## config.mk

```make
export PLATFORM = sky130hd
export DESIGN_NAME = password_entry_collector
export DESIGN_NICKNAME = d
export VERILOG_FILES = /design/src/rtl/password_entry_collector.sv
export SDC_FILE = /design/constraint.sdc
export NUM_CORES = 1
export LEC_CHECK = 0
export BUFFER_PORTS_ARGS = -buffer_cell sky130_fd_sc_hd__clkbuf_2
export CAP_MARGIN = 0
export CORE_MARGIN = 2
export CORE_UTILIZATION = 40
export DETAILED_ROUTE_END_ITERATION = 10
export PLACE_DENSITY = 0.59
export SLEW_MARGIN = 15
export SYNTH_ARGS = -nofsm -noshare
export SYNTH_HDL_FRONTEND = slang
export SYNTH_SLANG_ARGS = --single-unit
```

## constraint.sdc

```tcl
create_clock -name clk -period 2.5 [get_ports clk]
set_clock_uncertainty 0.15 [all_clocks]
set_input_delay 0.5 -clock clk [delete_from_list [all_inputs] [get_ports clk]]
set_output_delay 0.5 -clock clk [all_outputs]
set_load 0.02 [all_outputs]
```

## src/rtl/password_entry_collector.sv

```systemverilog
// -----------------------------------------------------------------------------
// password_entry_collector
//
// Purpose:
//   Sits behind the keypad decoder and assembles successive digit keys into a
//   single password packet. The packet is published when the confirm key is
//   pressed, through a valid/ready handshake to the lock comparison FSM. An
//   inter-key timeout discards an entry that the user abandoned.
//
// Ports:
//   clk           in   system clock, all logic on the rising edge
//   rst           in   asynchronous active-low reset (0 = reset)
//   enable        in   0 clears the block synchronously and ignores keys
//   key_valid     in   key strobe from the decoder; may be held for many cycles
//   key_value     in   key code: 0-9 digit, CONFIRM_KEY confirm, 4'hF none
//   senha_digits  out  packed digits, [3:0] newest, unused nibbles 4'hF
//   senha_count   out  number of valid digits in senha_digits
//   senha_valid   out  packet available; held until senha_ready
//   senha_ready   in   consumer takes the packet when high with senha_valid
//   timeout_evt   out  one-cycle pulse when a partial entry is discarded
// -----------------------------------------------------------------------------
module password_entry_collector #(
  parameter int          MAX_DIGITS     = 20,
  parameter int          TIMEOUT_CYCLES = 5000,
  parameter logic [3:0]  CONFIRM_KEY    = 4'hA
) (
  input  logic                              clk,
  input  logic                              rst,
  input  logic                              enable,
  input  logic                              key_valid,
  input  logic [3:0]                        key_value,
  output logic [4*MAX_DIGITS-1:0]           senha_digits,
  output logic [$clog2(MAX_DIGITS+1)-1:0]   senha_count,
  output logic                              senha_valid,
  input  logic                              senha_ready,
  output logic                              timeout_evt
);

  localparam int CW = $clog2(MAX_DIGITS + 1);
  // Guard against a degenerate zero-width timer for tiny timeouts.
  localparam int TW = ($clog2(TIMEOUT_CYCLES) < 1) ? 1 : $clog2(TIMEOUT_CYCLES);
  localparam int DW = 4 * MAX_DIGITS;

  localparam logic [CW-1:0] COUNT_MAX   = CW'(MAX_DIGITS);
  localparam logic [TW-1:0] TIMER_LAST  = TW'(TIMEOUT_CYCLES - 1);
  localparam logic [TW-1:0] TIMER_SAT   = {TW{1'b1}};
  localparam logic [DW-1:0] DIGITS_NONE = {DW{1'b1}};

  typedef enum logic [1:0] {
    S_IDLE    = 2'd0,
    S_COLLECT = 2'd1,
    S_OUTPUT  = 2'd2
  } state_t;

  state_t          state_q,  state_d;
  logic [DW-1:0]   digits_q, digits_d;
  logic [CW-1:0]   count_q,  count_d;
  logic [TW-1:0]   timer_q,  timer_d;
  logic            tevt_q,   tevt_d;
  logic            key_valid_q;

  logic            key_evt;
  logic            digit_evt;
  logic            confirm_evt;
  logic [DW-1:0]   digits_shifted;
  logic [CW-1:0]   count_inc;
  logic [TW-1:0]   timer_inc;

  // One event per press: only the rising edge of key_valid counts.
  assign key_evt     = key_valid & ~key_valid_q;
  assign digit_evt   = key_evt & (key_value <= 4'd9);
  assign confirm_evt = key_evt & (key_value == CONFIRM_KEY);

  // Shift every nibble up one slot and insert the new key at the bottom.
  // The top nibble falls off, which is how the oldest digit is dropped once
  // the buffer is full.
  genvar gi;
  generate
    for (gi = 0; gi < MAX_DIGITS; gi++) begin : g_shift
      if (gi == 0) begin : g_newest
        assign digits_shifted[3:0] = key_value;
      end else begin : g_older
        assign digits_shifted[4*gi +: 4] = digits_q[4*(gi-1) +: 4];
      end
    end
  endgenerate

  assign count_inc = (count_q == COUNT_MAX) ? count_q : count_q + 1'b1;
  assign timer_inc = (timer_q == TIMER_SAT) ? timer_q : timer_q + 1'b1;

  // ---------------------------------------------------------------------------
  // Next-state / datapath logic
  // ---------------------------------------------------------------------------
  always_comb begin
    state_d  = state_q;
    digits_d = digits_q;
    count_d  = count_q;
    timer_d  = timer_q;
    tevt_d   = 1'b0;

    unique case (state_q)
      S_IDLE: begin
        // Confirm with nothing entered is meaningless and is dropped.
        if (digit_evt) begin
          digits_d = digits_shifted;
          count_d  = count_inc;
          timer_d  = '0;
          state_d  = S_COLLECT;
        end
      end

      S_COLLECT: begin
        // A key arriving in the expiry cycle takes priority over the timeout.
        if (digit_evt) begin
          digits_d = digits_shifted;
          count_d  = count_inc;
          timer_d  = '0;
        end else if (confirm_evt) begin
          timer_d  = '0;
          state_d  = S_OUTPUT;
        end else if (timer_q == TIMER_LAST) begin
          digits_d = DIGITS_NONE;
          count_d  = '0;
          timer_d  = '0;
          tevt_d   = 1'b1;
          state_d  = S_IDLE;
        end else begin
          // Unrecognised codes fall through here and do not restart the timer.
          timer_d  = timer_inc;
        end
      end

      S_OUTPUT: begin
        // Packet is frozen until the consumer takes it; keys are ignored.
        if (senha_ready) begin
          digits_d = DIGITS_NONE;
          count_d  = '0;
          timer_d  = '0;
          state_d  = S_IDLE;
        end
      end

      default: begin
        digits_d = DIGITS_NONE;
        count_d  = '0;
        timer_d  = '0;
        state_d  = S_IDLE;
      end
    endcase

    // Disable acts as a synchronous clear and overrides everything above.
    if (!enable) begin
      digits_d = DIGITS_NONE;
      count_d  = '0;
      timer_d  = '0;
      tevt_d   = 1'b0;
      state_d  = S_IDLE;
    end
  end

  // ---------------------------------------------------------------------------
  // State registers
  // ---------------------------------------------------------------------------
  always_ff @(posedge clk or negedge rst) begin
    if (!rst) begin
      state_q  <= S_IDLE;
      digits_q <= DIGITS_NONE;
      count_q  <= '0;
      timer_q  <= '0;
      tevt_q   <= 1'b0;
    end else begin
      state_q  <= state_d;
      digits_q <= digits_d;
      count_q  <= count_d;
      timer_q  <= timer_d;
      tevt_q   <= tevt_d;
    end
  end

  // Edge detector history keeps tracking while disabled, so a key held across
  // re-enable is not mistaken for a fresh press.
  always_ff @(posedge clk or negedge rst) begin
    if (!rst) begin
      key_valid_q <= 1'b0;
    end else begin
      key_valid_q <= key_valid;
    end
  end

  assign senha_digits = digits_q;
  assign senha_count  = count_q;
  assign senha_valid  = (state_q == S_OUTPUT);
  assign timeout_evt  = tevt_q;

endmodule

```

; ---- After elaboration in Yosys (flattened, before gate mapping)
; Cells that the tools add are included.
; W data, S select, Z words.
[word_totals]
mem_count = 0
reg_bits = 102
out_inout_bits = 87
latch_bits = 0
rom_bits = 0
wordCells = 65
ram_bits = 0
[classes]
addsub = 2
n_mul = 0
n_div = 0
muxes = 35
shift = 0
reduce_logical = 4
n_bitwise = 4
magnitude_cmp = 1
eq_ne = 13
[op_table]
columns = operator, n
row1 = $mux W80, 6
row2 = $pmux W80 S3, 1
row3 = $mux W13, 7
row4 = $pmux W13 S3, 1
row5 = $mux W5, 7
row6 = $eq A13 B13 Y1 const B, 2
row7 = $pmux W5 S3, 1
row8 = $add A13 B1 Y13 const B, 1
row9 = $mux W2, 6
row10 = $ne A4 B4 Y1 const B, 3
row11 = $reduce_and A4 Y1, 2
row12 = $ne A3 B3 Y1 const B, 2
row13 = $ne A6 B6 Y1 const B, 1
row14 = $pmux W2 S3, 1
row15 = $add A5 B1 Y5 const B, 1
row16 = $eq A5 B5 Y1 const B, 1
row17 = $mux W1, 5
row18 = $eq A4 B4 Y1 const B, 1
row19 = $le A4 B4 Y1 const B, 1
row20 = $and A1 B1 Y1, 3
row21 = $ne A3 B2 Y1 const B, 1
row22 = $reduce_and A3 Y1, 1
row23 = $eq A2 B1 Y1 const B, 1
row24 = $eq A2 B2 Y1 const B, 1
row25 = 2 further kinds, 2

; ---- Depth between registers and ports, before layout
[logic_depth]
depth_word = 7
mapped_depth = 8

; ---- Worst setup path after synthesis
; Ideal clock, no wire load.
[synth_path]
kind = input -> register
startpoint = in key_valid
endpoint = reg digits_q[5], in the netlist senha_digits[5]
path_buffers = 3
path_slack_ns = 0.463
cell_stages = 7
arrival_time_ns = 1.806
setup_ns = 0.081
required_time_ns = 2.269
cell_sequence = nand2b_4 > buf_6 > or4_4 > buf_6 > a21oi_4 > buf_8 > a21oi_1
[synth_via]
elab_chain_cells = 5
[synth_lines]
columns = element, line_no
row1 = "start, declared", 30  ; input logic key_valid,
row2 = $and A1 B1 Y1 (*), 70  ; assign key_evt = key_valid & ~key_valid_q;
row3 = $and A1 B1 Y1, 71  ; assign digit_evt = key_evt & (key_value <= 4'd9);
row4 = $mux W80, 114  ; if (digit_evt) begin
row5 = $pmux W80 S3, 101  ; unique case (state_q)
row6 = $mux W80, 152  ; if (!enable) begin
row7 = "end signal, assigned", 173  ; digits_q <= digits_d;
row8 = "end, declared", 56  ; logic [DW-1:0] digits_q, digits_d;
; Mark *: on every way between the ends. The rest lies on a longest branch, timed or not.
; A chain may end at the register's enable or synchronous reset.

; ---- Worst setup path in the final report
[layout_path]
startpoint = reg timer_q[4]
endpoint = reg count_q[1], in the netlist senha_count[1]
[layout_via]
elab_chain_cells = 3
[layout_lines]
columns = element, line_no
row1 = "start, declared", 58  ; logic [TW-1:0] timer_q, timer_d;
row2 = "start signal, assigned", 175  ; timer_q <= timer_d;
row3 = $eq A13 B13 Y1, 121  ; end else if (timer_q == TIMER_LAST) begin
row4 = $ne A4 B4 Y1 (no source line), n/a
row5 = $reduce_and A4 Y1 (no source line), n/a
row6 = "end signal, assigned", 174  ; count_q <= count_d;
row7 = "end, declared", 57  ; logic [CW-1:0] count_q, count_d;
; Every way passes these cells.

==> impl_metrics.ini <==
[placement]
dp_hpwl_mm = 7.94
place_congestion = 0.829
io_buffers = 95
place_inst = 752
place_ws_ns = 0.210

[cts]
cts_resized = 0
clock-sinks = 102
cts_hold_buf = 0
root_buffer = clkbuf_16
cts_tree = yes
ctsHtreeMaxLevel = 3
clk_pin_slew_ns = 0.07
insertion_delay_ns = 0.35
cts_buffers = 9
postCtsSetupBuffers = 0
ctsLongestPathBuffers = 2

[floorplanning]
die_h_um = 116
io_pins = 96
num_rows = 40
coreArea_um2 = 12100
fp.dieW_um = 116
die-area_um2 = 13400
start_util_pct = 41.2

[routing]
vias_per_cell = 5.43
wl_met1_mm = 5.65
drtAntennaViolNets = 0
drc = 0
first_pass_iters = 7
dr.first_iter.drc_count = 279
drt-total-wl_mm = 12.0
vias = 4168
wl_per_cell_um = 15.7
wl_met2_mm = 5.63
top_layer = met4
wl_met3_um = 613

[synth]
synth_top_family_by_area = compound AO/OA/AOI/OAI gates
synthAdderAreaFrac_pct = 0.753
synth.distinct_cells = 51
synth.area.top_cells = dfstp_2 42%, dfrtp_1 11%, o22ai_1 10%
synth-xor-area-share_pct = 0
synth_compound_area_share_pct = 26.5
yosysWarnings = 0
synth_top_area_share_pct = 42.2
synth_top_area_cell = dfstp_2
synth_seq_cells = 102
ys_seq_area_share_pct = 53.2
syn_inst = 510
synth_nets = 522
syn_avg_cell_area_um2 = 9.78
synthSimpleGateAreaFrac_pct = 7.68
muxShareOfSynthArea_pct = 0.602
netlist_area_um2 = 4990

[critical_path]
start_kind = register
cp_max_fo = 6
path_cells = nor4bb_1 > nand3_1 > o21ai_0 > o221ai_1
crit_slowest_cell = o21ai_0
endpoint_kind = register
arrival_ns = 2.31
crit_family = compound AO/OA/AOI/OAI gates
cpPeakStageDelay_ns = 0.55
r2r_cells = 4
crit_required_ns = 2.53
cp.depth = 4
crit_buf_inv = 0
path_class = register to register

[timing]
hold_ws_ns = 0.0250
fmax_mhz = 440
hold_violations = 0
timing.final.crit_share_pct = 91.0
fin_ws_ns = 0.225
max_slew.worst_pin.slew_ns = 0.636
rsz0062_at_grt = no
finalSetupTns_ns = 0
final_max_slew_viol_count = 0
maxSlewHeadroom_pct = 57.1
period_needed_ns = 2.27
setup_viol = 0

[global_route]
grt_pass1_vias = 3886
grt_max_degree = 78
antenna_found_initial = 0
grt_pass1_wl_mm = 19.7
overflow = 0
grt.total_usage_pct = 18.4

[run]
maxCapViolations = 0

[finish]
final_cell_mix = 94 x clkbuf_2, 93 x inv_1, 82 x o22ai_1, 80 x dfstp_2, 79 x a21oi_1
stdcell_count = 768
nFillCells = 1159
layout_commonest_cell = clkbuf_2
n_antenna_cell = 0
nets = 607
drive_gt1_share_pct = 36.3
seq_area_um2 = 2650
multi_input_area_um2 = 1770
syn_to_final_growth_pct = 19.2

[pwr]
irDropWorstVdd_mv = 0.291
p_leak_nw = 2.90
p_per_area_nw_per_um2 = 562

[min_path]
hp-class = input pin to async pin

[outcome]
status = finished clean
-- cell usage after synthesis (all sizes together) --
master and count:
inv 93, a21oi 87, o22ai 82, dfstp 80
dfrtp 22, clkbuf 21, buf 14, nand3 9
o21ai 9, nand4 8, o211ai 8, nor3 7
nand2 6, nor4 5, a31oi 4, a32oi 4
or3 4, and2 3, and3 3, ha 3
mux2i 3, nand2b 3, nor2b 3, o31a 3
or4 3, a2111oi 2, a211o 2, a211oi 2
a22oi 2, o211a 2, o221ai 2, a311oi 1
a41oi 1, and4 1, and4b 1, nand4b 1
nor2 1, nor3b 1, nor4bb 1, o21a 1
o311ai 1, or4b 1
-- power by group --
| part | switching, W | internal [W] | leakage, nW |
|---|---|---|---|
| clock network | 0.000639 | 0.000786 | 0.141 |
| logic | 0.000165 | 0.0000655 | 1.61 |
| registers | 0.0000128 | 0.00167 | 1.14 |
| total | 0.000816 | 0.00252 | 2.90 |
-- stage by stage --
stage	utilization, %	instance area, um2	total power, W
final	49.1	5940	0.00334
after global routing	49.1	5940	0.00347
after CTS	49.1	5940	0.00337
after detailed placement	46.6	5640	0.00194
after global placement	46.6	5640	0.00194
after floorplan	-	4990	0.00184
-- sequential cells by signal, indices dropped and copies added, names as in the netlist --
| name | flops |
|---|---|
| senha_count | 5 |
| timer_q | 13 |
| state_q | 2 |
| senha_digits | 80 |
| key_valid_q | 1 |
| timeout_evt | 1 |
-- metal layers --
| layer | up-vias | GRT usage (%) |
|---|---|---|
| li1 | 2011 | - |
| met1 | 2037 | 25.9 |
| met2 | 109 | 28.4 |
| met3 | 11 | 3.66 |
| met4 | 0 | 6.43 |
| met5 | - | 0 |
-- cell families (layout without fill, tap and decap cells) --
logic type      count (synthesis)  in the layout
compound gates                213            213
fa+ha+maj                       3              3
buf+inv                       128            218
flops                         102            102
mux                             3              3
simple gates                   61             61
-- worst paths after layout --
check,start,to,slack (ns)
worst min register to register,senha_digits[77],senha_digits[77],0.33
max in group asynchronous,rst,senha_digits[75],1.52
worst min-delay path,rst,timer_q[12],0.02
min in group clk,key_valid,key_valid_q,0.17
worst max register to register,timer_q[4],senha_count[1],0.23
worst max-delay path,timer_q[4],senha_count[1],0.23
-- area by class of cell --
cell class | instances | area share (%)
clock buffers | 10 | 3.85
clock inverters | 6 | 1.18
inverters | 93 | 5.87
multi-input cells | 280 | 29.8
flip-flops and latches | 102 | 44.6
well taps | 168 | 3.54
repair buffers | 109 | 11.1
(Power assumes the default switching activity.)
